## src/rtl/bcd2binary.sv

```systemverilog
// bcd2binary: packed BCD to unsigned binary converter using iterative reverse double-dabble.
// Define BCD_CHECK_EN to flag invalid digits on o_error and force a zero result.
module bcd2binary #(
    parameter int DECIMAL_DIGITS = 2,
    parameter int BINARY_WIDTH   = 8
) (
    input  logic                        i_clk,
    input  logic                        i_rst,
    input  logic [DECIMAL_DIGITS*4-1:0] i_BCD,
    input  logic                        i_busy_input,
    input  logic                        i_empty_input,
    input  logic                        i_busy_output,
    input  logic                        i_full_output,
    output logic [BINARY_WIDTH-1:0]     o_binary,
    output logic                        o_valid_output,
    output logic                        o_req_input,
    output logic                        o_error
);
    localparam int BCD_W = DECIMAL_DIGITS * 4;
    localparam int LW = $clog2(BINARY_WIDTH + 1);
    localparam int DW = DECIMAL_DIGITS > 1 ? $clog2(DECIMAL_DIGITS) : 1;
    localparam logic [LW-1:0] LAST_SHIFT = LW'(BINARY_WIDTH - 1);
    localparam logic [DW-1:0] LAST_DIGIT = DW'(DECIMAL_DIGITS - 1);

    generate
        if (BINARY_WIDTH < $clog2(10 ** DECIMAL_DIGITS)) begin : g_width_check
            $error("bcd2binary: BINARY_WIDTH too small for DECIMAL_DIGITS");
        end
    endgenerate

    typedef enum logic [2:0] {
        s_IDLE, s_SEND_REQ, s_GET_DATA, s_SHIFT, s_ADJUST, s_DONE, s_VALID
    } state_t;

    state_t state, state_next;
    logic [BCD_W-1:0] bcd_reg;
    logic [BINARY_WIDTH-1:0] bin_reg;
    logic [LW-1:0] loop_count;
    logic [DW-1:0] digit_index;
    logic [BCD_W+BINARY_WIDTH-1:0] shifted;
    logic [3:0] digit;
    logic bcd_bad;

    assign shifted = {bcd_reg, bin_reg} >> 1;
    assign digit = bcd_reg[{digit_index, 2'b00} +: 4];

`ifdef BCD_CHECK_EN
    always_comb begin
        bcd_bad = 1'b0;
        for (int k = 0; k < DECIMAL_DIGITS; k++)
            bcd_bad = bcd_bad | (i_BCD[4*k +: 4] > 4'd9);
    end
`else
    assign bcd_bad = 1'b0;
`endif

    always_ff @(posedge i_clk or posedge i_rst) begin
        if (i_rst)
            state <= s_IDLE;
        else
            state <= state_next;
    end

    always_comb begin
        state_next = s_IDLE;
        o_req_input = state == s_SEND_REQ;
        o_valid_output = state == s_VALID;
        case (state)
            s_IDLE:     state_next = (!i_busy_input && !i_empty_input) ? s_SEND_REQ : s_IDLE;
            s_SEND_REQ: state_next = s_GET_DATA;
            s_GET_DATA: state_next = bcd_bad ? s_DONE : s_SHIFT;
            s_SHIFT:    state_next = (loop_count == LAST_SHIFT) ? s_DONE : s_ADJUST;
            s_ADJUST:   state_next = (digit_index == LAST_DIGIT) ? s_SHIFT : s_ADJUST;
            s_DONE:     state_next = (i_full_output || i_busy_output) ? s_DONE : s_VALID;
            s_VALID:    state_next = s_IDLE;
            default:    state_next = s_IDLE;
        endcase
    end

    // o_binary is loaded only on the transition into s_DONE so it stays stable mid-conversion
    always_ff @(posedge i_clk or posedge i_rst) begin
        if (i_rst) begin
            bcd_reg     <= '0;
            bin_reg     <= '0;
            loop_count  <= '0;
            digit_index <= '0;
            o_binary    <= '0;
            o_error     <= 1'b0;
        end else begin
            case (state)
                s_GET_DATA: begin
                    bcd_reg     <= i_BCD;
                    bin_reg     <= '0;
                    loop_count  <= '0;
                    digit_index <= '0;
                    o_error     <= bcd_bad;
                    if (bcd_bad)
                        o_binary <= '0;
                end
                s_SHIFT: begin
                    {bcd_reg, bin_reg} <= shifted;
                    if (loop_count == LAST_SHIFT) begin
                        loop_count <= '0;
                        o_binary   <= shifted[BINARY_WIDTH-1:0];
                    end else begin
                        loop_count <= loop_count + 1'b1;
                    end
                end
                s_ADJUST: begin
                    if (digit >= 4'd8)
                        bcd_reg[{digit_index, 2'b00} +: 4] <= digit - 4'd3;
                    digit_index <= (digit_index == LAST_DIGIT) ? '0 : digit_index + 1'b1;
                end
                default: ;
            endcase
        end
    end
endmodule

```

## config.mk

```make
export PLATFORM = sky130hd
export DESIGN_NAME = bcd2binary
export DESIGN_NICKNAME = d
export VERILOG_FILES = /design/src/rtl/bcd2binary.sv
export SDC_FILE = /design/constraint.sdc
export NUM_CORES = 1
export LEC_CHECK = 0
export CORE_ASPECT_RATIO = 2
export CORE_UTILIZATION = 48
export CTS_CLUSTER_SIZE = 20
export DETAILED_ROUTE_END_ITERATION = 8
export PLACE_DENSITY = 0.8
export SLEW_MARGIN = 20
export SYNTH_ARGS = -nofsm -noshare
export SYNTH_HDL_FRONTEND = slang
export SYNTH_SLANG_ARGS = --single-unit
```

## constraint.sdc

```tcl
create_clock -name i_clk -period 1.6 [get_ports i_clk]
set_input_delay 0.32 -clock i_clk [delete_from_list [all_inputs] [get_ports i_clk]]
set_output_delay 0.32 -clock i_clk [all_outputs]
set_load 0.01 [all_outputs]
```

---- Word-level counts from Yosys, hierarchy flattened ----
Index checks and enable logic that the tools add are counted.
word-level totals
  register bits ........................... 32
  bits of input ports ..................... 14
  output and inout port bits .............. 11
  word-level logic and storage cells ...... 45
operators by class
  $add $sub $neg .......................... 4
  magnitude comparators ................... 1
  equal/unequal tests ..................... 8
  shift operators ......................... 3
  mux-type cells .......................... 13
  reductions and logical operators ........ 10
operators with widths
  kind                                                                    count
  8-bit one-hot mux with 3 select lines                                   1
  3-bit one-hot mux with 6 select lines                                   1
  8-bit one-hot mux with 2 select lines                                   1
  3-bit equality test (second input constant)                             3
  8-bit bitwise mux                                                       1
  8-bit 2-to-1 mux                                                        1
  4-bit one-hot mux with 2 select lines                                   1
  4-bit by 5-bit variable shift with 8-bit output (first input constant)  1
  4-bit by 5-bit indexed part select with 8-bit output                    1
  8-bit by 4-bit indexed part select with 4-bit output                    1
  3-bit by 2-bit equality test with 1-bit output (second input constant)  2
  3-bit negator with 5-bit output                                         1
  4-bit by 1-bit adder with 4-bit output (second input constant)          1
  4-bit by 3-bit equality test with 1-bit output (second input constant)  1
  4-bit >= comparator (second input constant)                             1
  4-bit 2-to-1 mux                                                        1
  2-bit AND reduction                                                     2
  2-bit nonzero test                                                      2
  4-bit by 2-bit subtractor with 4-bit output (second input constant)     1
  3-bit by 1-bit equality test with 1-bit output (second input constant)  1
  3-bit zero test                                                         1
  1-bit 2-to-1 mux                                                        3
  3-bit 2-to-1 mux                                                        1
  3-bit nonzero test                                                      1
  7 further kinds                                                         8

---- Logic depth before layout (Yosys ltp) ----
Gate-level depths: netlist (run 1).
  depth in word-level cells ............... 6
  depth in mapped cells ................... 6
  mapped depth without buffers ............ 5

---- Worst setup path before layout (run 1) ----
Ideal clock, no wire load.
  kind .................................... reg2reg
  start point ............................. register digit_index
  end point ............................... register bcd_reg[1]
  library setup time ...................... 0.121 ns
  arrival time ............................ 1.465 ns
  path slack .............................. 0.014 ns
  stages on the path, launching flop included .. 7
  clock period less this slack ............ 1.586 ns
  cells stage by stage .................... dfrtp_1 -> buf_2 -> mux2_2 -> ha_1 -> nand2_1 -> o32ai_1 -> a22o_1
between the ends
  longest elaborated chain between the ends .. 6
  elaborated cells on any way between the ends .. 11
ends and longest elaborated chain
  item                                                  line  source
  start, declared                                       39    logic [DW-1:0] digit_index;
  start signal, assigned                                112   digit_index <= (digit_index == LAST_DIGIT) ? '0 : digit_index + 1'b1;
  8-bit by 4-bit indexed part select with 4-bit output  45    assign digit = bcd_reg[{digit_index, 2'b00} +: 4];
  4-bit by 2-bit subtractor with 4-bit output           111   bcd_reg[{digit_index, 2'b00} +: 4] <= digit - 4'd3;
  4-bit by 5-bit indexed part select with 8-bit output  111
  8-bit bitwise mux                                     111
  8-bit 2-to-1 mux                                      110   if (digit >= 4'd8)
  8-bit one-hot mux with 3 select lines                 90    case (state)
  end signal, assigned                                  92    bcd_reg <= i_BCD;
  end signal, assigned                                  101   {bcd_reg, bin_reg} <= shifted;
  end signal, assigned by index                         111
  end, declared                                         36    logic [BCD_W-1:0] bcd_reg;
Several ways; a longest one is shown, not always the timed one. The select of a mux whose other input is x is not followed.
A chain may end at the register's enable or synchronous reset.

---- Worst setup path after layout (run 1) ----
  start point ............................. register state[2]
  end point ............................... register bcd_reg[2]
between the ends
  longest elaborated chain between the ends .. 3
  elaborated cells on any way between the ends .. 7
ends and longest elaborated chain
  item                                                                                          line  source
  start, declared                                                                               35    state_t state, state_next;
  start signal, assigned                                                                        59    state <= s_IDLE;
  start signal, assigned                                                                        61    state <= state_next;
  3-bit equality test / 3-bit by 2-bit equality test with 1-bit output (equally long branches)  90
  2-bit inequality test (no source line) / 3-bit nonzero test (equally long branches)           -
  2-bit AND reduction (no source line)                                                          -
Several ways; a longest one is shown, not always the timed one.

==> impl_metrics.py, run 1 <==
metrics = {
    "routing": {
        "wl_mm": 4.53,
        "wirelength_met1_mm": 1.63,
        "first_iter_violations": 38,
        "drt-pass1-iter-count": 4,
        "wl_met3_um": 171,
        "route.detailed.drc": 0,
        "via_per_inst": 5.79,
        "avgRoutedWirePerCell_um": 16.5,
        "dr_total_vias": 1591,
        "dr_wl_met2_mm": 2.57,
        "ant_nets": 0,
        "maxUsedRoutingLayer": "met4",
    },
    "clocking": {
        "cts.sink_count": 31,
        "clockRootBuffer": "clkbuf_8",
        "ctsLongestPathBuffers": 2,
        "clk_latency_ns": 0.29,
        "htree_levels": 2,
        "cts-buffers-inserted": 5,
        "clkTransAtPathRegs_ns": 0.07,
        "tritoncts": "yes",
    },
    "critical_path": {
        "crit_required_ns": 1.78,
        "crit_type": "reg2reg",
        "r2r_setup_slack_ns": -0.04,
        "arrival_ns": 1.82,
        "worstPathMaxFanout": 5,
        "r2r_cells": 6,
        "crit_path_end_kind": "flip-flop",
        "reg2reg_to": "bcd_reg[2]",
        "setup.worst_path.start_class": "flip-flop",
        "r2r_start": "state[2]",
    },
    "sta": {
        "fmax_mhz": 611,
        "min_period_over_period_pct": 102,
        "finalCriticalPeriod_ns": 1.64,
        "hold_viol": 0,
        "whs_ns": 0.416,
        "finalSetupViolCount": 1,
        "slew_viol_final": 0,
        "skew_ns": 0.00707,
        "rsz0062_at_grt": "yes",
        "setup_ws_ns": -0.0379,
    },
    "power": {
        "leakage_nw": 1.02,
        "p_per_area_nw_per_um2": 1640,
        "peakVddDrop_mv": 0.949,
    },
    "global_routing": {
        "grt_pass1_wl_mm": 7.67,
        "grt_pass1_vias": 1721,
        "gr-total-overflow": 0,
        "grtUsageTotal_pct": 27.1,
        "antenna_found_initial": 0,
        "grt_max_degree": 32,
    },
    "placed_design": {
        "dp.cells": 266,
        "place.gp.congestion": 0.915,
        "portBuffers": 23,
        "dp_hpwl_mm": 3.31,
        "place_ws_ns": -0.00162,
    },
    "synthesis": {
        "synth-seq-cells": 31,
        "syn_area_sq_um": 1720,
        "avgSynthCellArea_sq_um": 9.50,
        "syn-num-nets": 197,
        "yosys_warnings": 0,
        "synth_cells": 181,
        "yosysSeqAreaShare_pct": 45.1,
        "ys_types": 39,
    },
    "die": {
        "rows": 30,
        "coreArea_sq_um": 3420,
        "die_w_um": 44.3,
        "initial_utilization_pct": 50.3,
        "die_area_sq_um": 3840,
        "dieHeight_um": 86.6,
        "io_pins": 25,
    },
    "flow_run": {
        "drv_cap": 0,
    },
    "outcome": {
        "failed_checks": "setup timing",
        "status": "finished, violations left",
    },
    "layout": {
        "layout_common_cells": "dfrtp_1 (30), nand2_1 (29), buf_4 (22)",
        "final_cells": 275,
        "drive_gt1_share_pct": 24.2,
        "nNetsFinal": 243,
        "area_growth_pct": 32.9,
        "antenna_cells": 0,
        "final_common_cell": "dfrtp_1",
    },
    "worst_hold_path": {
        "min_path_type": "in2async",
    },
}
per-layer routing:
layer | up-vias | global-route usage [%]
met4 | 0 | 14.0
met3 | 15 | 5.83
met5 | - | 0
met2 | 56 | 49.6
met1 | 784 | 27.0
li1 | 736 | -
metrics by stage:
step / cell area, sq um / util, % / total power [W] / setup TNS, ns
after floorplan: 1720 / - / 0.00229 / 0
after global placement: 2150 / 63.1 / 0.00289 / 0
after detailed placement: 2150 / 63.1 / 0.00298 / -0.00162
after CTS: 2250 / 65.9 / 0.00363 / -0.0941
after global routing: 2280 / 66.9 / 0.00399 / -0.316
final: 2280 / 66.9 / 0.00374 / -0.0379
worst max-delay path by stage:
stage	start	end	slack, ns	depth (start not counted)
after floorplan	digit_index	bcd_reg[1]	0.01	6
after detailed placement	state[0]	bcd_reg[7]	-0.002	5
after global placement	state[0]	bcd_reg[7]	0.05	5
after global routing	state[2]	bcd_reg[2]	-0.07	6
final	state[2]	bcd_reg[2]	-0.04	6
after CTS	state[2]	bcd_reg[2]	-0.05	6
synthesized netlist by cell type:
cell type,n,area (sq um)
dfrtp_1,31,776
nand2_1,29,109
o21ai_0,20,100
nor2_1,14,52.6
a21oi_1,12,60.1
mux2_2,11,124
a22o_1,6,52.6
clkbuf_1,6,22.5
nand2b_1,5,31.3
o32ai_1,5,43.8
buf_4,3,22.5
inv_1,3,11.3
nor3b_1,3,22.5
and3_1,2,12.5
buf_2,2,10.0
ha_1,2,25.0
mux2i_1,2,20.0
nand4bb_1,2,22.5
nor2b_1,2,12.5
o22ai_1,2,12.5
a21boi_0,1,7.51
a21o_1,1,7.51
a221o_1,1,10.0
conb_1,1,3.75
nand3_1,1,5.00
nand3b_4,1,20.0
nor3_4,1,16.3
nor3b_2,1,12.5
o211a_1,1,10.0
o21ai_1,1,5.00
o21ai_2,1,8.76
o21bai_1,1,7.51
o22a_1,1,8.76
o2bb2ai_1,1,8.76
o31a_1,1,8.76
o31ai_1,1,7.51
o41ai_1,1,8.76
or3b_1,1,8.76
or4bb_1,1,11.3
worst max-delay path: stages (launching register included):
cell     delay [ns]
dfrtp_1        0.39
buf_6          0.13
buf_6          0.12
or4bb_1        0.49
o21ai_1        0.11
o32ai_2        0.09
a22o_1         0.21
kinds of logic after synthesis:
| logic type | after synthesis | synth area share (%) |
|---|---|---|
| flip-flops | 31 | 45.1 |
| buffers and inverters | 14 | 3.86 |
| AND/OR/NAND/NOR | 63 | 19.6 |
| AO/OA/AOI/OAI | 57 | 21.4 |
| other | 1 | 0.218 |
| multiplexers | 13 | 8.37 |
| adder cells (fa/ha/maj) | 2 | 1.46 |
where the power goes:
| part | internal [W] | switching (W) | total [W] |
|---|---|---|---|
| Clock | 0.000337 | 0.000292 | 0.000629 |
| Combinational | 0.000941 | 0.000995 | 0.00194 |
| Sequential | 0.000974 | 0.000202 | 0.00118 |
layout make-up:
class / count / area (sq um)
Clock inverter: 1 / 5.00
Multi-Input combinational cell: 136 / 900
Sequential cell: 31 / 777
Clock buffer: 6 / 82.6
Timing Repair Buffer: 50 / 449
Fill cell: 258 / 1130
Tap cell: 48 / 60.1
Inverter: 3 / 11.3
what timing repair did:
action	4_1_cts	5_1_grt
hold buffers	0	0
setup endpoints to repair	3	9
gates cloned	0	1
buffers inserted	1	0
hold endpoints to repair	0	0
resized for setup	6	13
pin swaps	1	3
Power figures use the tool's default switching activity.
==> run 2: changes to the inputs <==
--- a/config.mk
+++ b/config.mk
@@ -5,6 +5,7 @@
 export SDC_FILE = /design/constraint.sdc
 export NUM_CORES = 1
 export LEC_CHECK = 0
+export ABC_CLOCK_PERIOD_IN_PS = 1600
 export CORE_ASPECT_RATIO = 2
 export CORE_UTILIZATION = 48
 export CTS_CLUSTER_SIZE = 20
==> results of run 2 <==
The final DEF is identical to that of run 1; final timing and power are the same.
==> run 3: changes to the inputs <==
--- a/config.mk
+++ b/config.mk
@@ -7,10 +7,11 @@
 export LEC_CHECK = 0
 export ABC_CLOCK_PERIOD_IN_PS = 1600
 export CORE_ASPECT_RATIO = 2
-export CORE_UTILIZATION = 48
+export CORE_UTILIZATION = 50
 export CTS_CLUSTER_SIZE = 20
 export DETAILED_ROUTE_END_ITERATION = 8
-export PLACE_DENSITY = 0.8
+export DONT_BUFFER_PORTS = 1
+export PLACE_DENSITY = 0.73
 export SLEW_MARGIN = 20
 export SYNTH_ARGS = -nofsm -noshare
 export SYNTH_HDL_FRONTEND = slang
==> run 3 against run 2 <==
Against the previous run: the flow finishes with violations (DRC, hold timing); fmax is 5.0% higher; worst setup slack gained 0.078 ns; register-to-register slack improved by 0.08 ns; clock skew increased by 0.0043 ns; largest power group unchanged.
==> impl_metrics.py, run 3 (synthesized netlist as in run 1, its figures left out) <==
metrics = {
    "routing": {
        "wl_mm": 4.23,
        "avgRoutedWirePerCell_um": 18.1,
        "drt-pass1-iter-count": 6,
        "dr_total_vias": 1473,
        "via_per_inst": 6.29,
        "first_iter_violations": 72,
        "route.detailed.drc": 2,
        "ant_nets": 0,
    },
    "clocking": {
        "cts_hold_buffers": 0,
        "tritoncts": "yes",
        "clockRootBuffer": "clkbuf_8",
        "clkTransAtPathRegs_ns": 0.07,
        "cts-buffers-inserted": 5,
        "cts.sink_count": 31,
        "ctsLongestPathBuffers": 2,
        "clk_latency_ns": 0.29,
        "htree_levels": 2,
    },
    "layout": {
        "finalInstanceArea_sq_um": 2040,
        "nFillCells": 269,
        "drive_gt1_share_pct": 28.1,
        "nNetsFinal": 218,
        "area_growth_pct": 18.9,
        "layout_common_cells": "dfrtp_1 (31), nand2_1 (28), buf_4 (20)",
        "antenna_cells": 0,
        "final_common_cell": "dfrtp_1",
    },
    "global_routing": {
        "grt_pass1_wl_mm": 6.85,
        "antenna_found_initial": 0,
        "grt_max_degree": 32,
        "grt_pass1_vias": 1484,
        "grtUsageTotal_pct": 25.2,
        "gr-total-overflow": 0,
    },
    "critical_path": {
        "endpoint": "o_valid_output",
        "crit_type": "reg2out",
        "worstPathMaxFanout": 13,
        "arrival_ns": 1.24,
        "r2r_cells": 5,
        "crit_path_end_kind": "output pin",
        "reg2reg_to": "bcd_reg[6]",
        "setup.worst_path.start_class": "flip-flop",
        "crit_required_ns": 1.28,
        "r2r_start": "state[0]",
        "r2r_setup_slack_ns": 0.04,
        "crit_start": "state[0]",
    },
    "outcome": {
        "status": "finished, violations left",
        "failed_checks": "DRC, hold timing",
    },
    "sta": {
        "slew_viol_final": 0,
        "hold_viol": 8,
        "skew_ns": 0.0114,
        "finalSetupViolCount": 0,
        "min_period_over_period_pct": 97.5,
        "finalCriticalPeriod_ns": 1.56,
        "whs_ns": -0.00249,
        "fmax_mhz": 641,
        "setup_ws_ns": 0.0406,
    },
    "die": {
        "rows": 29,
        "die_w_um": 43.5,
        "dieHeight_um": 84.9,
        "die_area_sq_um": 3690,
        "io_pins": 25,
        "coreArea_sq_um": 3230,
        "initial_utilization_pct": 53.2,
    },
    "power": {
        "leakage_nw": 0.921,
        "p_per_area_nw_per_um2": 1790,
        "peakVddDrop_mv": 1.04,
    },
    "placed_design": {
        "placed_area_sq_um": 1900,
        "portBuffers": 0,
        "place_ws_ns": 0.0235,
        "place.gp.congestion": 0.989,
        "dp_hpwl_mm": 2.99,
    },
    "flow_run": {
        "drv_cap": 0,
    },
    "worst_hold_path": {
        "min_path_type": "in2async",
    },
}
-- run 3: layout make-up --
type                    count  area (sq um)  area share (%)
well taps                  31          38.8            1.90
clock buffers               5          68.8            3.37
repair buffers             25           215            10.5
clock inverters             3          15.0           0.734
inverters                   3          11.3           0.551
multi-input cells         136           920            45.0
flip-flops and latches     31           776            37.9
-- run 3: worst min path at each step --
stage                from     endpoint  slack (ns)  cells past startpoint
finish              i_rst  o_binary[7]      -0.002                      2
global route        i_rst   bcd_reg[0]        0.03                      2
CTS                 i_rst  o_binary[7]       0.003                      2
detailed placement  i_rst  o_binary[7]        0.32                      2
global placement    i_rst  o_binary[7]        0.31                      2
floorplan           i_rst   bcd_reg[0]        0.42                      1
-- run 3: report_power, final --
part	switching (W)	internal (W)	total [W]
logic	0.00101	0.000906	0.00191
registers	0.000174	0.000971	0.00115
clock network	0.000299	0.000297	0.000596
total	0.00148	0.00217	0.00365
-- run 3: through the flow --
step                util [%]  hold slack [ns]  total power [W]  cells  TNS (ns)
floorplan                  -            0.424          0.00229    181         0
global placement        58.7            0.310          0.00283    225         0
detailed placement      58.7            0.315          0.00288    225         0
CTS                     61.8          0.00312          0.00352    233         0
global route            63.3           0.0310          0.00388    234   -0.0408
finish                  63.3         -0.00249          0.00365    234         0
-- run 3: what timing repair did --
action                                  CTS  global route
buffers inserted                          0             1
resized for setup                         5            13
pin swaps                                 0             2
endpoints found under the hold margin     0             0
endpoints found under the setup margin    3            17
-- run 3: worst max-delay path, stage by stage, from the launching register on --
cell     delay [ns]
dfrtp_1        0.39
buf_6          0.15
buf_6          0.15
inv_2          0.07
and3_4         0.19
-- run 3: layer usage --
| layer | up-vias | share of wire, % | global-route usage [%] |
|---|---|---|---|
| met3 | 10 | 3.9 | 5.96 |
| met5 | - | 0 | 0 |
| li1 | 692 | - | - |
| met4 | 0 | 2.3 | 13.4 |
| met2 | 42 | 58 | 44.6 |
| met1 | 729 | 36 | 26.1 |
